File: src/rtl/spi_flash_dspi_responder.sv
// Dual-IO fast read (0xBB) SPI flash responder with continuous read mode.
// Serves read data from a 16-bit word memory; clk is the SPI clock.
module spi_flash_dspi_responder #(
  parameter int MEM_LATENCY = 2,
  parameter int DATA_DELAY  = 0
) (
  input  logic        clk,
  input  logic        resetn,
  input  logic        spi_cs_n,
  input  logic [1:0]  spi_io_in,
  output logic [1:0]  spi_io_out,
  output logic [1:0]  spi_io_oe,
  output logic [21:0] mem_addr,
  output logic        mem_rd,
  input  logic [15:0] mem_data,
  output logic        cont_mode,
  output logic        cmd_error
);

  localparam logic [2:0] LP_LAT = 3'(MEM_LATENCY + 1);
  localparam logic [3:0] LP_DLY = 4'(DATA_DELAY);

  typedef enum logic [2:0] {
    S_IDLE,
    S_CMD,
    S_ADDR,
    S_MODE,
    S_DUMMY,
    S_DATA,
    S_IGNORE
  } state_t;

  state_t      r_state;
  state_t      w_state_n;
  state_t      w_phase;
  logic [3:0]  r_cnt;
  logic [3:0]  w_cnt;
  logic [3:0]  w_cnt_n;
  logic [6:0]  r_cmd;
  logic [7:0]  w_cmd;
  logic [20:0] r_addr;
  logic [3:0]  r_mode;
  logic [13:0] r_sh;
  logic [15:0] r_next;
  logic [15:0] w_src;
  logic [2:0]  r_pair;
  logic [2:0]  r_lat;
  logic [1:0]  r_out;
  logic [1:0]  r_oe;
  logic [21:0] r_mem_addr;
  logic        r_rd;
  logic        r_cont;
  logic        r_err;
  logic        w_last_cmd;
  logic        w_last_addr;
  logic        w_last_mode;
  logic        w_last_dummy;
  logic        w_cap;
  logic        w_pair0;

  // An idle responder's first edge belongs to CMD, or to ADDR when armed.
  assign w_phase = (r_state == S_IDLE) ?
                   (r_cont ? S_ADDR : S_CMD) : r_state;
  assign w_cnt   = (r_state == S_IDLE) ? 4'd0 : r_cnt;
  assign w_cmd   = {r_cmd, spi_io_in[0]};

  assign w_last_cmd   = (w_phase == S_CMD)   && (w_cnt == 4'd7);
  assign w_last_addr  = (w_phase == S_ADDR)  && (w_cnt == 4'd11);
  assign w_last_mode  = (w_phase == S_MODE)  && (w_cnt == 4'd3);
  assign w_last_dummy = (w_phase == S_DUMMY) &&
                        ((w_cnt + 4'd1) == LP_DLY);

  // A word landing on the same edge it is needed bypasses r_next.
  assign w_cap   = (r_lat == 3'd1);
  assign w_src   = w_cap ? mem_data : r_next;
  assign w_pair0 = (w_phase == S_DATA) && (r_pair == 3'd0);

  always_ff @(posedge clk or negedge resetn) begin
    if (!resetn) begin
      r_state <= S_IDLE;
      r_cnt   <= 4'd0;
    end else begin
      r_state <= w_state_n;
      r_cnt   <= w_cnt_n;
    end
  end

  always_comb begin
    w_state_n = r_state;
    w_cnt_n   = w_cnt + 4'd1;
    if (spi_cs_n) begin
      w_state_n = S_IDLE;
      w_cnt_n   = 4'd0;
    end else begin
      unique case (w_phase)
        S_CMD: begin
          w_state_n = S_CMD;
          if (w_last_cmd) begin
            w_state_n = (w_cmd == 8'hBB) ? S_ADDR : S_IGNORE;
            w_cnt_n   = 4'd0;
          end
        end
        S_ADDR: begin
          w_state_n = S_ADDR;
          if (w_last_addr) begin
            w_state_n = S_MODE;
            w_cnt_n   = 4'd0;
          end
        end
        S_MODE: begin
          w_state_n = S_MODE;
          if (w_last_mode) begin
            w_state_n = (LP_DLY == 4'd0) ? S_DATA : S_DUMMY;
            w_cnt_n   = 4'd0;
          end
        end
        S_DUMMY: begin
          w_state_n = S_DUMMY;
          if (w_last_dummy) begin
            w_state_n = S_DATA;
            w_cnt_n   = 4'd0;
          end
        end
        S_DATA: begin
          w_state_n = S_DATA;
          w_cnt_n   = 4'd0;
        end
        S_IGNORE: begin
          w_state_n = S_IGNORE;
          w_cnt_n   = 4'd0;
        end
        default: begin
          w_state_n = S_IDLE;
          w_cnt_n   = 4'd0;
        end
      endcase
    end
  end

  always_ff @(posedge clk or negedge resetn) begin
    if (!resetn) begin
      r_cmd      <= 7'd0;
      r_addr     <= 21'd0;
      r_mode     <= 4'd0;
      r_sh       <= 14'd0;
      r_next     <= 16'd0;
      r_pair     <= 3'd0;
      r_lat      <= 3'd0;
      r_out      <= 2'b00;
      r_oe       <= 2'b00;
      r_mem_addr <= 22'd0;
      r_rd       <= 1'b0;
      r_cont     <= 1'b0;
      r_err      <= 1'b0;
    end else if (spi_cs_n) begin
      // Abort: drop partial words and any read still in flight.
      r_oe   <= 2'b00;
      r_out  <= 2'b00;
      r_rd   <= 1'b0;
      r_lat  <= 3'd0;
      r_pair <= 3'd0;
      if (r_state inside {S_CMD, S_ADDR, S_MODE})
        r_cont <= 1'b0;
    end else begin
      r_rd <= 1'b0;
      if (r_lat != 3'd0)
        r_lat <= r_lat - 3'd1;
      if (w_cap)
        r_next <= mem_data;

      if (w_phase == S_CMD) begin
        r_cmd <= w_cmd[6:0];
        if (w_last_cmd && (w_cmd != 8'hBB) && (w_cmd != 8'hFF))
          r_err <= 1'b1;
      end

      if (w_phase == S_ADDR) begin
        r_addr <= {r_addr[18:0], spi_io_in};
        if (w_last_addr) begin
          r_mem_addr <= {r_addr, spi_io_in[1]};
          r_rd       <= 1'b1;
          r_lat      <= LP_LAT;
        end
      end

      if (w_phase == S_MODE) begin
        r_mode <= {r_mode[1:0], spi_io_in};
        if (w_last_mode)
          r_cont <= (r_mode[3:2] == 2'b10);
      end

      if (w_phase == S_DATA) begin
        r_oe   <= 2'b11;
        r_pair <= r_pair + 3'd1;
        if (w_pair0) begin
          r_out      <= w_src[15:14];
          r_sh       <= w_src[13:0];
          r_mem_addr <= r_mem_addr + 22'd1;
          r_rd       <= 1'b1;
          r_lat      <= LP_LAT;
        end else begin
          r_out <= r_sh[13:12];
          r_sh  <= {r_sh[11:0], 2'b00};
        end
      end
    end
  end

  assign spi_io_oe  = r_oe & {2{~spi_cs_n}};
  assign spi_io_out = r_out & spi_io_oe;
  assign mem_addr   = r_mem_addr;
  assign mem_rd     = r_rd;
  assign cont_mode  = r_cont;
  assign cmd_error  = r_err;

endmodule
File: config.mk
export PLATFORM = sky130hd
export DESIGN_NAME = spi_flash_dspi_responder
export DESIGN_NICKNAME = d
export VERILOG_FILES = /design/src/rtl/spi_flash_dspi_responder.sv
export SDC_FILE = /design/constraint.sdc
export NUM_CORES = 1
export LEC_CHECK = 0
export BUFFER_PORTS_ARGS = -buffer_cell sky130_fd_sc_hd__buf_4
export CORE_ASPECT_RATIO = 0.6
export CORE_UTILIZATION = 50
export CTS_CLUSTER_DIAMETER = 50
export DETAILED_ROUTE_END_ITERATION = 10
export MAX_ROUTING_LAYER = met4
export PLACE_DENSITY = 0.75
export SYNTH_ARGS = -nofsm -noshare
export SYNTH_HDL_FRONTEND = slang
export SYNTH_SLANG_ARGS = --single-unit
File: constraint.sdc
create_clock -name clk -period 2.9 [get_ports clk]
set_input_delay 0.87 -clock clk [delete_from_list [all_inputs] [get_ports clk]]
set_output_delay 0.87 -clock clk [all_outputs]
set_load 0.1 [all_outputs]
Word-level counts from Yosys, hierarchy flattened
Cells that the tools add are included.
{ "classes": {"n_mux": 44, "eq_ne": 18, "bitwise": 3, "reduce_logical": 21, "n_addsub": 4} }
{ "op_table": {"columns": ["cell", "count"], "rows": [
  ["22-bit two-way mux", 4],
  ["3-bit two-way mux", 13],
  ["4-bit two-way mux", 6],
  ["22-bit by 1-bit adder with 22-bit output (second input constant)", 1],
  ["3-bit case mux with 6 select lines", 1],
  ["16-bit two-way mux", 1],
  ["8-bit inequality test (second input constant)", 2],
  ["4-bit case mux with 4 select lines", 1],
  ["14-bit two-way mux", 1],
  ["3-bit by 2-bit == test with 1-bit output (second input constant)", 4],
  ["2-bit two-way mux", 6],
  ["1-bit two-way mux", 11],
  ["3-bit by 1-bit == test with 1-bit output (second input constant)", 3],
  ["3-bit == test (second input constant)", 3],
  ["8-bit == test (second input constant)", 1],
  ["2-bit AND reduction", 4],
  ["1-bit logical AND", 7],
  ["3-bit zero test", 2],
  ["3-bit AND reduction", 2],
  ["2-bit nonzero test", 3],
  ["3-bit nonzero test", 2],
  ["4-bit by 1-bit adder with 4-bit output (second input constant)", 1],
  ["2-bit AND", 2],
  ["4-bit by 2-bit == test with 1-bit output (second input constant)", 1],
  ["other kinds (8)", 8]
]} }
{ "word_totals": {"input_bits": 21, "ff_bits": 104, "wordCells": 105} }

Longest topological paths before layout
{ "logic_depth": {"depth_word": 9, "mapped_depth": 12, "ltp_nobuf": 10} }

Least setup slack after synthesis
No wires, ideal clock.
{ "synth_path": {"path_kind": "input to output", "startpoint": "input spi_cs_n", "endpoint": "output spi_io_out[0]", "t_arrival_ns": 3.407, "stages": 3, "path_slack_ns": -1.377, "n_path_buf": 1, "cell_sequence": "clkbuf_1 > nor2b_1 > and2_1"} }
{ "synth_between": {"elab_chain_len": 3} }
{ "synth_lines": {"columns": ["element", "line_no", "rtl"], "rows": [
  ["start: declaration", "9", "input logic spi_cs_n,"],
  ["1-bit inverter (no line)", null, null],
  ["2-bit AND", "209", "assign spi_io_oe = r_oe & {2{~spi_cs_n}};"],
  ["named net spi_io_oe[0]", "12", "output logic [1:0] spi_io_oe,"],
  ["2-bit AND", "210", "assign spi_io_out = r_out & spi_io_oe;"],
  ["end: declaration", "11", "output logic [1:0] spi_io_out,"]
]} }
The timed path passes the listed nets, and every way through them passes these cells.

Worst setup path after layout
{ "layout_path": {"startpoint": "register r_state[0]", "endpoint": "register r_mem_addr[6], in the netlist mem_addr[6]"} }
{ "layout_between": {"elab_chain_len": 8, "elab_cells_between_ends": 12, "classes_between": "eq/ne (3); mux (6); reduce/logical (3)"} }
{ "layout_lines": {"columns": ["element", "line_no", "rtl"], "rows": [
  ["start: declaration", "33", "state_t r_state;"],
  ["start signal: assignment", "83", "r_state <= w_state_n;"],
  ["3-bit zero test", "62, 64", null],
  ["4-bit two-way mux or 3-bit two-way mux (tied branches)", "64, 62", null],
  ["4-bit == test or 3-bit by 2-bit == test with 1-bit output (tied branches)", "68, 177", null],
  ["1-bit logical AND", "68", "assign w_last_addr = (w_phase == S_ADDR) && (w_cnt == 4'd11);"],
  ["22-bit two-way mux", "179", "if (w_last_addr) begin"],
  ["22-bit two-way mux", "177", "if (w_phase == S_ADDR) begin"],
  ["22-bit two-way mux", "195", "if (w_pair0) begin"],
  ["22-bit two-way mux (*)", "192", "if (w_phase == S_DATA) begin"],
  ["end signal: assignment", "180", "r_mem_addr <= {r_addr, spi_io_in[1]};"],
  ["end signal: assignment", "198", "r_mem_addr <= r_mem_addr + 22'd1;"],
  ["end: declaration", "50", "logic [21:0] r_mem_addr;"]
]} }
Mark *: on every way between the ends. The rest lies on a longest branch, timed or not.
A chain may end at the register's enable or synchronous reset.

==> results.tsv <==
stage	metric	value	unit
floorplan	rows	28	
hold_path	min_path_cells	2	
outcome	status	finished, final reports clean	
detailed_routing	drc_errors	0	
logic_synthesis	synth-async-reset-ratio	1.000	
logic_synthesis	synth_warnings	0	
timing	tightest_slew	0.7200	ns
placed_design	dp.cells	674	
worst_setup_path	end_kind	register	
cts	h-tree-depth	3	
timing	final.setup.tns	0	ns
floorplan	dieWidth	133.8	um
worst_setup_path	reg2reg_depth	10	
floorplan	start_util	0.5221	
worst_setup_path	crit_arrival	2.83	ns
placed_design	dp_hpwl	8.421	mm
final_layout	syn2layout_area_growth	16.49	%
pwr	p_leak	0.002717	uW
final_layout	fin_area	6072	um^2
logic_synthesis	seq_area_frac_synth	0.4945	
detailed_routing	final_antenna_net_count	0	
hold_path	hold_start	r_sh[10]$_DFFE_PN0P_	
detailed_routing	routed_wl	11.99	mm
global_routing	grt.overflow.total	0	
cts	cts_made_buffers	9	
logic_synthesis	synth_top_area_share	0.4945	
worst_setup_path	reg2reg_from	r_state[0]$_DFF_PN0_	
detailed_routing	num_vias	4110	
logic_synthesis	syn_area	5212	um^2
worst_setup_path	cp.required	3.13	ns
global_routing	antenna_found_initial	0	
cts	cts_setup_buffers	0	
cts	cts_tree	yes	
placed_design	placed_cell_area	5764	um^2
detailed_routing	drt-initial-drc-count	389	
run	maxCapViolCount	0	
cts	cts.sinks	103	
logic_synthesis	netlist_instances	508	
global_routing	grt_max_degree	49	
floorplan	coreArea	9985	um^2
final_layout	fin_nets	578	
detailed_routing	drt_first_pass_iters	6	
worst_setup_path	critical_path.max_fanout	10	
final_layout	antennaDiodeCount	0	
global_routing	grt_pass1_wl	19.87	mm
worst_setup_path	startpoint_type	register	
final_layout	layout-drive-gt1-share	0.2613	
logic_synthesis	yosysMostFrequentCell	dfrtp_1	
floorplan	die_area	10850	um^2
pwr	vdd_drop_max	0.0003622	V
detailed_routing	vias_per_cell	5.957	
hold_path	hold_path_class	register to register	
hold_path	min_to	r_sh[10]$_DFFE_PN0P_	
logic_synthesis	synthDistinctLibCells	54	
cts	hold_buffers	0	
detailed_routing	wl_per_cell	17.38	um
timing	setup-violations-final	0	
worst_setup_path	critPathKind	register to register	
timing	rsz0062_at_grt	no	
cts	cts_buffer_depth	2	
timing	relSlewSlack	0.5195	
floorplan	die_h	81.09	um
timing	max_freq	384.0	MHz
timing	setup_slack	0.2960	ns
worst_setup_path	r2r-end	mem_addr[6]$_DFFE_PN0N_	
final_layout	fill_cells	800	
timing	slew_viol_final	0	
logic_synthesis	synthTopCellsByCount	103 x dfrtp_1, 52 x mux2_2, 46 x a21oi_1	
logic_synthesis	synth_ff_type	dfrtp_1	
logic_synthesis	syn-num-nets	536	
logic_synthesis	syn_avg_cell_area	10.26	um^2
logic_synthesis	synth_edf_count	0	
timing	fin_crit	2.604	ns
cts	clk-insertion-delay-late	0.35	ns
timing	final_hold_viol_count	0	
cts	clk_pin_slew_worst_paths	0.07	ns
floorplan	pin_count	50	
pwr	power_density	773.5	nW/um^2
cts	cts_root_buffer	clkbuf_16	
global_routing	grt_usage	0.2443	
final_layout	instances_no_fill	690	
placed_design	dpl_worst_slack	0.2340	ns
logic_synthesis	synth-seq-cells	103	
worst_setup_path	reg2reg_slack	0.30	ns
logic_synthesis	synth_area_leaders	dfrtp_1 49%, mux2_2 11%, a21oi_1 4.4%	
timing	finalCritPeriodShare	0.8979	
timing	fin_skew	0.008834	ns
global_routing	grt_pass1_vias	3854	
logic_synthesis	yosys.area.top_type	dfrtp_1	
placed_design	place_congestion	0.9160	
placed_design	port_buffers	49	
## where the power goes
part	switching, uW	total, uW	internal [uW]
sequential	291	2110	1820
combinational	704	1350	642
clock	546	1240	697
total	1540	4700	3160
## state kept, by name (all words and copies together) (netlist names), 2 cells and up
signal    flops
mem_addr     22
r_cmd         7
r_pair        3
r_addr       21
r_mode        4
r_next       16
r_cnt         4
r_lat         3
r_out         2
r_state       3
r_sh         14
## worst max-delay path, stage by stage, from the launching register on
cell,delay (ns)
dfrtp_1,0.38
or2_2,0.33
nor2_1,0.19
nor2b_1,0.09
ha_1,0.29
nor2b_1,0.20
and2_1,0.29
o21ai_1,0.32
inv_2,0.18
a21oi_1,0.17
a21oi_1,0.05
## what timing repair did
item,4_1_cts,5_1_grt
hold endpoints to repair,0,0
endpoints found under the setup margin,0,7
gates resized for setup,0,1
## worst max-delay path by stage
| stage | from | endpoint | slack, ns | cells after the start |
|---|---|---|---|---|
| 6_report | r_state[0]$_DFF_PN0_ | mem_addr[6]$_DFFE_PN0N_ | 0.30 | 10 |
| 5_1_grt | r_state[0]$_DFF_PN0_ | mem_addr[2]$_DFFE_PN0N_ | 0.1 | 10 |
| 4_1_cts | r_state[0]$_DFF_PN0_ | mem_addr[6]$_DFFE_PN0N_ | 0.19 | 10 |
| 3_5_place_dp | r_state[0]$_DFF_PN0_ | mem_addr[6]$_DFFE_PN0N_ | 0.23 | 10 |
| 3_3_place_gp | r_state[0]$_DFF_PN0_ | mem_addr[21]$_DFFE_PN0N_ | 0.39 | 10 |
| 2_1_floorplan | spi_cs_n | spi_io_out[0] | 0.03 | 3 |
## metal layers
layer / vias to the layer above / wire length, um / GRT usage
met5: - / 0 / -
met4: 0 / 144 / 0.06477
met3: 14 / 914 / 0.06429
met2: 147 / 5219 / 0.3472
met1: 2032 / 5716 / 0.3438
li1: 1917 / - / -
## layout make-up
type	count	area [um^2]	share of cell area
multi-input combinational	355	2454	0.4041
clock buffer	10	239.0	0.03936
timing repair buffer	66	508.0	0.08366
sequential	103	2577	0.4245
clock inverter	6	68.82	0.01133
tap	135	168.9	0.02782
inverter	15	56.30	0.009273
## cells by family (layout without fill, tap and decap cells)
| kind of cell | after synthesis | after routing | share of synthesized area |
|---|---|---|---|
| XOR/XNOR | 8 | 8 | 0.01344 |
| adder cells (fa/ha/maj) | 7 | 7 | 0.01680 |
| flip-flops | 103 | 103 | 0.4945 |
| AO/OA/AOI/OAI | 125 | 125 | 0.1488 |
| multiplexers | 69 | 69 | 0.1459 |
| AND/OR/NAND/NOR | 146 | 146 | 0.1433 |
| buffers and inverters | 50 | 97 | 0.03720 |
## through the flow
step / util / power (uW) / hold WS, ns
after floorplan: - / 3096 / 0.4413
after global placement: 0.5773 / 3390 / 0.4569
after detailed placement: 0.5773 / 3472 / 0.4552
after CTS: 0.6081 / 4725 / 0.4833
after global routing: 0.6081 / 4949 / 0.5171
final: 0.6081 / 4697 / 0.4797
## cell usage in the layout, fill, tap and decap left out, drive strengths merged, types with 14 or more instances in the layout
| cell type | instances |
|---|---|
| dfrtp | 103 |
| buf | 66 |
| mux2 | 53 |
| a21oi | 46 |
| nand2 | 40 |
| nor2 | 35 |
| o21ai | 27 |
| mux2i | 16 |
| inv | 16 |
| nand3 | 14 |
No activity file was read; power rests on OpenSTA's default activity.
